`src/rtl/alt_mem_ddrx_odt_rx_mon.sv`:
```
// DDR3 ODT receive monitor: decodes the phase-packed AFI ODT word into per-rank DRAM
// termination state aligned by ODTL, and checks pulse width and phase contiguity.
module alt_mem_ddrx_odt_rx_mon #(
  parameter int unsigned CFG_DWIDTH_RATIO          = 4,
  parameter int unsigned CFG_MEM_IF_ODT_WIDTH      = 2,
  parameter int unsigned CFG_PORT_WIDTH_CAS_WR_LAT = 4,
  parameter int unsigned CFG_PORT_WIDTH_ADD_LAT    = 3,
  parameter int unsigned CFG_MAX_ODTL              = 16,
  parameter int unsigned CFG_CNT_WIDTH             = 16
) (
  input  logic                                                      ctl_clk,
  input  logic                                                      ctl_reset_n,
  input  logic [CFG_PORT_WIDTH_CAS_WR_LAT-1:0]                      cfg_cas_wr_lat,
  input  logic [CFG_PORT_WIDTH_ADD_LAT-1:0]                         cfg_add_lat,
  input  logic                                                      cfg_enable,
  input  logic                                                      err_clr,
  input  logic [CFG_MEM_IF_ODT_WIDTH*(CFG_DWIDTH_RATIO/2)-1:0]      afi_odt,
  output logic [CFG_MEM_IF_ODT_WIDTH-1:0]                           rtt_active,
  output logic [CFG_MEM_IF_ODT_WIDTH*CFG_CNT_WIDTH-1:0]             odt_on_cnt,
  output logic [CFG_MEM_IF_ODT_WIDTH-1:0]                           err_short,
  output logic [CFG_MEM_IF_ODT_WIDTH-1:0]                           err_glitch
);

  localparam int P      = int'(CFG_DWIDTH_RATIO) / 2;
  localparam int W      = int'(CFG_MEM_IF_ODT_WIDTH);
  localparam int Cnt    = int'(CFG_CNT_WIDTH);
  localparam int Depth  = int'(CFG_MAX_ODTL);
  localparam int ShiftP = (P > 1) ? $clog2(P) : 0;
  localparam int LatW   = ((CFG_PORT_WIDTH_CAS_WR_LAT > CFG_PORT_WIDTH_ADD_LAT) ?
                           int'(CFG_PORT_WIDTH_CAS_WR_LAT) : int'(CFG_PORT_WIDTH_ADD_LAT)) + 1;
  localparam int TapW   = (Depth > 1) ? $clog2(Depth) : 1;
  localparam int MaxTap = Depth - 1;
  localparam logic [2:0] MinW = 3'(8 / CFG_DWIDTH_RATIO);

  typedef enum logic {StOff, StOn} odt_st_e;

  odt_st_e          st_q       [W];
  logic [2:0]       width_q    [W];
  logic [Cnt-1:0]   cnt_q      [W];
  logic [Depth-1:0] line_q     [W];
  logic [W-1:0]     err_short_q;
  logic [W-1:0]     err_glitch_q;

  logic [W-1:0]     odt_any;
  logic [W-1:0]     glitch_set;
  logic [W-1:0]     short_set;
  logic [LatW-1:0]  lat_sum;
  logic [LatW-1:0]  odtl;
  logic [LatW-1:0]  d_full;
  logic [TapW-1:0]  tap_sel;

  function automatic logic [P-1:0] rank_phases(logic [W*P-1:0] bus, int r);
    logic [P-1:0] v;
    for (int p = 0; p < P; p++) v[p] = bus[p*W + r];
    return v;
  endfunction

  // True when the high phases form more than one run within the word.
  function automatic logic multi_run(logic [P-1:0] v);
    logic started, ended, bad;
    started = 1'b0;
    ended   = 1'b0;
    bad     = 1'b0;
    for (int p = 0; p < P; p++) begin
      if (v[p]) begin
        bad     = bad | ended;
        started = 1'b1;
      end else if (started) begin
        ended = 1'b1;
      end
    end
    return bad;
  endfunction

  // ODTL = CWL + AL - 2, floored at 0, converted to controller cycles and clamped.
  always_comb begin
    lat_sum = LatW'(cfg_cas_wr_lat) + LatW'(cfg_add_lat);
    odtl    = (lat_sum < LatW'(2)) ? '0 : lat_sum - LatW'(2);
    d_full  = odtl >> ShiftP;
    if (32'(d_full) > 32'(MaxTap)) tap_sel = TapW'(MaxTap);
    else                           tap_sel = TapW'(d_full);
  end

  always_comb begin
    odt_any    = '0;
    glitch_set = '0;
    short_set  = '0;
    for (int r = 0; r < W; r++) begin
      odt_any[r]    = cfg_enable & (|rank_phases(afi_odt, r));
      glitch_set[r] = cfg_enable & multi_run(rank_phases(afi_odt, r));
      short_set[r]  = cfg_enable && (st_q[r] == StOn) && !(|rank_phases(afi_odt, r)) &&
                      (width_q[r] < MinW);
    end
  end

  always_ff @(posedge ctl_clk) begin
    if (!ctl_reset_n) begin
      for (int r = 0; r < W; r++) begin
        st_q[r]    <= StOff;
        width_q[r] <= '0;
        cnt_q[r]   <= '0;
        line_q[r]  <= '0;
      end
      err_short_q  <= '0;
      err_glitch_q <= '0;
    end else begin
      for (int r = 0; r < W; r++) begin
        // Tap 0 is the input register, so D=0 still gives one cycle of latency.
        line_q[r] <= {line_q[r][Depth-2:0], odt_any[r]};
        if (!cfg_enable) begin
          st_q[r]    <= StOff;
          width_q[r] <= '0;
        end else begin
          unique case (st_q[r])
            StOff: begin
              if (odt_any[r]) begin
                st_q[r]    <= StOn;
                width_q[r] <= 3'd1;
                if (cnt_q[r] != '1) cnt_q[r] <= cnt_q[r] + Cnt'(1);
              end
            end
            StOn: begin
              if (odt_any[r]) begin
                if (width_q[r] < MinW) width_q[r] <= width_q[r] + 3'd1;
              end else begin
                st_q[r]    <= StOff;
                width_q[r] <= '0;
              end
            end
            default: st_q[r] <= StOff;
          endcase
        end
      end
      err_short_q  <= (err_short_q  & ~{W{err_clr}}) | short_set;
      err_glitch_q <= (err_glitch_q & ~{W{err_clr}}) | glitch_set;
    end
  end

  always_comb begin
    rtt_active = '0;
    odt_on_cnt = '0;
    for (int r = 0; r < W; r++) begin
      rtt_active[r]               = line_q[r][tap_sel];
      odt_on_cnt[r*Cnt +: Cnt]    = cnt_q[r];
    end
  end

  assign err_short  = err_short_q;
  assign err_glitch = err_glitch_q;

endmodule

```
`config.mk`:
```
export PLATFORM = sky130hd
export DESIGN_NAME = alt_mem_ddrx_odt_rx_mon
export DESIGN_NICKNAME = d
export VERILOG_FILES = /design/src/rtl/alt_mem_ddrx_odt_rx_mon.sv
export SDC_FILE = /design/constraint.sdc
export NUM_CORES = 1
export LEC_CHECK = 0
export ABC_AREA = 1
export BUFFER_PORTS_ARGS = -buffer_cell sky130_fd_sc_hd__buf_2
export CORE_MARGIN = 5
export CORE_UTILIZATION = 55
export CTS_CLUSTER_SIZE = 30
export DETAILED_ROUTE_END_ITERATION = 8
export PLACE_DENSITY = 0.74
export RECOVER_POWER = 25
export SETUP_SLACK_MARGIN = 0.4
export SLEW_MARGIN = 20
export SYNTH_ARGS = -nofsm -noshare
export SYNTH_HDL_FRONTEND = slang
export SYNTH_SLANG_ARGS = --single-unit
```
`constraint.sdc`:
```
create_clock -name ctl_clk -period 5.1 [get_ports ctl_clk]
set_clock_uncertainty 0.2 [all_clocks]
set_input_delay 0.255 -clock ctl_clk [delete_from_list [all_inputs] [get_ports ctl_clk]]
set_output_delay 0.255 -clock ctl_clk [all_outputs]
set_load 0.05 [all_outputs]
```
Word-level counts from Yosys, hierarchy flattened
Memory sizes are Yosys's and may differ from the RTL's.
Cells that the tools add are included.
Widths: inputs -> output; s select.
Word-level totals
  logic and storage cells: 126
  memories: 4
  input bits: 15
  bits in writable memories: 72
  output and inout bits: 38
  register bits after elaboration: 4
Operators by class
  $add $sub $neg: 6
  reduce and logical (&&, ||, !) cells: 10
  equal/unequal tests: 2
  bitwise operators: 24
  order comparisons: 5
  multiplexer cells: 73
Memories
  cnt_q: words 2, bits a word 16, rd ports 2, clocked after Yosys merged registers in 0, write ports 2, RTL line 39  | logic [Cnt-1:0] cnt_q [W];
  line_q: words 2, bits a word 16, rd ports 2, clocked after Yosys merged registers in 0, write ports 2, RTL line 40  | logic [Depth-1:0] line_q [W];
  width_q: words 2, bits a word 3, rd ports 2, clocked after Yosys merged registers in 0, write ports 2, RTL line 38  | logic [2:0] width_q [W];
  st_q: words 2, bits a word 1, rd ports 2, clocked after Yosys merged registers in 0, write ports 2, RTL line 37  | odt_st_e st_q [W];
Operators with widths (number)
  $mux 16: 4
  $mux 1: 57
  $add 16x1->16 const B: 2
  $ne 16x16->1 const B: 2
  $mux 3: 8
  $or 1x1->1: 18
  $bmux 1 s4: 2
  $add 3x1->3 const B: 2
  $logic_and 1x1->1: 6
  $lt 3x2->1 const B: 2
  $add 4x3->5: 1
  $lt 4x5->1 const B: 1
  $lt 5x2->1 const B: 1
  $mux 5: 1
  $sub 5x2->5 const B: 1
  $and 2x2->2: 2
  $gt 4x4->1 const B: 1
  $mux 4: 1
  $reduce_or 2->1: 2
  $and 1x1->1: 2
  $logic_not 1->1: 2
  $not 2->2: 1
  $or 2x2->2: 1

Logic depth before layout (Yosys ltp)
  depth after elaboration: 10
  gate-level depth with buffers: 16
  gate-level depth less buffers: 16

Worst setup path before layout
OpenSTA, ideal clock, no wires.
  path type: input port to output port
  from: input cfg_cas_wr_lat[1]
  to: output rtt_active[0]
  required time: 4.645 ns
  stages on the path: 16
  path slack: 2.408 ns
  arrival: 2.237 ns
  cells stage by stage: inv_1 > fa_1 > inv_1 > nor2_1 > nor2_1 > inv_1 > ha_1 > inv_1 > nor2_1 > nand3_2 > nand2_1 > nor2_1 > nand2_1 > nand3_1 > nand3_1 > nand2_1
On the way
  word-level cells in the longest chain between the ends: 7
  elaborated cells between the ends (all ways): 8
  classes of those cells: add/sub: 2; order compare: 2; mux: 4
RTL lines
  from (decl): RTL line 13  | input logic [CFG_PORT_WIDTH_CAS_WR_LAT-1:0] cfg_cas_wr_lat,
  $add 4x3->5 *: RTL line 77  | lat_sum = LatW'(cfg_cas_wr_lat) + LatW'(cfg_add_lat);
  $sub 5x2->5 / $lt 5x2->1 (equally long branches): RTL line 78  | odtl = (lat_sum < LatW'(2)) ? '0 : lat_sum - LatW'(2);
  $mux 5 *: RTL line 78
  $gt 4x4->1: RTL line 80  | if (32'(d_full) > 32'(MaxTap)) tap_sel = TapW'(MaxTap);
  $mux 4 *: RTL line 80
  $bmux 1 s4 *: RTL line 143  | rtt_active[r] = line_q[r][tap_sel];
  $mux 1 (implied by the code) *: RTL line 143
  to (decl): RTL line 18  | output logic [CFG_MEM_IF_ODT_WIDTH-1:0] rtt_active,
Every way passes the cells marked *; elsewhere a longest branch is shown, timed or not. The select of a mux whose other input is x is not followed.

Final worst setup path
  from: input cfg_cas_wr_lat[1]
  to: output rtt_active[1]
Same word-level chain as after synthesis.

==> impl_metrics.yaml <==
run_status:
  status: "completed"
worst_setup_path:
  required_ns: 4.64
  worstSetupStartpoint: "cfg_cas_wr_lat[1]"
  cp.arrival_ns: 3.16
  reg2reg_from: "cnt_q[0][16]"
  cp-end-kind: "output pin"
  worst-setup-path-type: "input port to output pin"
  regToRegEndpoint: "cnt_q[0][30]"
  crit_fanout: 22
  crit_path_start_kind: "input port"
  rrSetupSlack_ns: 2.57
  reg2reg_depth: 10
logic_synthesis:
  yosysUniqueCellTypes: 38
  yosys-top-cells-area: "edfxtp_1, dfxtp_1, inv_1"
  syn_area_per_cell_um2: 8.31
  synth_edf_count: 40
  synth_area_um2: 3810
  synth_top_area_share_pct: 31.5
  synth_fp_nets: 481
  synth-async-reset-ratio_pct: 0
  synth-warning-count: 0
  synthCells: 458
  synthFlopType: "edfxtp_1"
  synth-seq-area-share_pct: 50.5
  ys_seq_elements: 76
  synth_largest_area_cell: "edfxtp_1"
clock_tree:
  clkSinkCount: 76
  tritoncts: "built"
  clock_path_buffers: 2
  clk_pin_slew_ns: 0.08
  post-cts-setup-buffers: 0
  insertion_delay_ns: 0.35
  h-tree-depth: 3
  root_buffer: "clkbuf_8"
  cts_buffers: 9
floorplanning:
  ios: 53
  coreArea_um2: 6760
  initial_core_util_pct: 56.4
  die_y_um: 93.2
  die_area_um2: 8690
  rows: 30
  die_w_um: 93.2
hold_path:
  min_path_type: "input port to register"
  hold_depth: 3
  min_from: "cfg_enable"
  holdPathEnd: "line_q[0][0]"
power_and_ir_drop:
  p_total_uw: 1480
  power.leakage_uw: 0.00215
  vdd.ir_drop.worst_uv: 194
  p_switching_uw: 502
  power_density_nw_per_um2: 343
  clkPwrFrac_pct: 30.5
  intPower_uw: 981
  p_seq_share_pct: 48.0
  p_comb_share_pct: 21.5
  switching_share_pct: 33.9
drt:
  vias_per_cell: 5.09
  drtPass1Iterations: 5
  drc: 0
  detail_route.wl_per_cell_um: 12.2
  ant_nets: 0
  drt_iter0_drc: 158
  wl_um: 7280
  num_vias: 3046
sta:
  final-hold-violation-count: 0
  slew_headroom_pct: 2.65
  finalCritPeriodShare_pct: 70.8
  worstMarginPinSlew_ns: 1.46
  setup_viol: 0
  period_needed_ns: 3.61
  setup_ws_ns: 1.49
  rsz0062_at_grt: "no"
  final_max_slew_viol_count: 0
  tns_ns: 0
  fmax_mhz: 277
global_routing:
  grt_pass1_vias: 2822
  grt_use_total_pct: 17.9
  grt_max_degree: 37
  grt_pass1_wl_um: 12500
  grt_overflow_total: 0
  antenna_found_initial: 0
placed_design:
  dp_slack_ns: 1.50
  port-buffer-count: 52
  place_congestion: 0.869
  hpwl_um: 5340
  placedInstanceArea_um2: 4110
finish:
  n_antenna_cell: 0
  nFillCells: 612
  nets: 536
  final_area_um2: 4320
  area_growth_pct: 13.5
  drive_gt1_share_pct: 17.2
run:
  drv_cap: 0
## sequential cells by signal (all words and copies together) (netlist names)
signal	cells
width_q	6
err_glitch	2
line_q	32
cnt_q	32
st_q	2
err_short	2
## repair_timing
action,in CTS,in global routing
resized for setup,0,0
hold endpoints to repair,2,0
endpoints found under the setup margin,0,0
hold buffers,1,0
## worst max path at each step
stage,endpoint,cells after the start,slack [ns]
2_1_floorplan,rtt_active[0],16,2.41
4_1_cts,rtt_active[1],13,1.50
3_3_place_gp,rtt_active[0],13,1.62
6_report,rtt_active[1],13,1.49
5_1_grt,rtt_active[1],13,1.23
3_5_place_dp,rtt_active[1],13,1.50
## synthesized netlist by cell type, drive strengths merged, types with 2 or more instances
master	count
o21ai	7
ha	7
o2111ai	6
nor3b	2
or2	10
a21oi	9
nand2	90
nand3	46
nor2	48
clkbuf	5
xor2	7
nand3b	5
buf	4
nand4	12
inv	98
nor3	11
dfxtp	36
xnor2	6
edfxtp	40
## stage by stage
step / cells / util [%] / hold WS, ns
2_1_floorplan: 458 / - / 0.204
3_3_place_gp: 581 / 60.9 / 0.213
3_5_place_dp: 581 / 60.9 / 0.215
4_1_cts: 598 / 64.0 / 0.0119
5_1_grt: 598 / 64.0 / 0.0496
6_report: 598 / 64.0 / 0.0251
## critical path, cell delays in order
cell and delay [ns]:
buf_2 0.09, inv_1 0.05, fa_1 0.98, ha_1 0.31, inv_1 0.07, nor2_1 0.13, nand3_2 0.29, nand2_1 0.37
nand3_1 0.13, nand3_1 0.09, nand3_1 0.07, nand2_1 0.07, buf_2 0.25
## metal layers
metal | vias up | GRT usage, % | wire [um]
li1 | 1573 | - | -
met1 | 1399 | 23.1 | 3460
met2 | 61 | 28.7 | 3360
met3 | 13 | 3.78 | 326
met4 | 0 | 8.67 | 135
met5 | - | 0 | 0
## logic make-up (layout without fill, tap and decap cells)
| group | count (synthesis) | count (layout) | share of synthesized area [%] |
|---|---|---|---|
| flops | 76 | 76 | 50.5 |
| buf+inv | 107 | 167 | 11.2 |
| compound gates | 26 | 26 | 4.47 |
| mux | 1 | 1 | 0.296 |
| fa+ha+maj | 8 | 8 | 2.83 |
| simple gates | 227 | 227 | 27.7 |
| xor+xnor | 13 | 13 | 2.99 |
## power groups by stage
stage	clock network (uW)	registers [uW]	logic [uW]
2_1_floorplan	0	800	176
6_report	453	712	318
3_5_place_dp	0	726	318
4_1_cts	464	712	319
5_1_grt	494	718	349
3_3_place_gp	0	725	314
## cell type report
type | instances | area [um^2] | area share [%]
Inverter | 98 | 373 | 8.63
Clock buffer | 10 | 149 | 3.45
Timing Repair Buffer | 53 | 269 | 6.22
Tap cell | 80 | 100 | 2.32
Clock inverter | 6 | 51.3 | 1.19
Sequential cell | 76 | 1920 | 44.5
Multi-Input combinational cell | 275 | 1460 | 33.7
## cells in the final DEF (no fill, tap or decap), drive strengths merged, types with 5 or more instances in the layout
cell     instances
xor2             7
nand2           90
o2111ai          6
a21oi            9
nand4           12
or2             10
inv            102
nor3            11
edfxtp          40
dfxtp           36
clkbuf          11
o21ai            7
nand3b           5
nand3           46
xnor2            6
buf             51
nor2            48
ha               7
No activity file was read; power rests on OpenSTA's default activity.
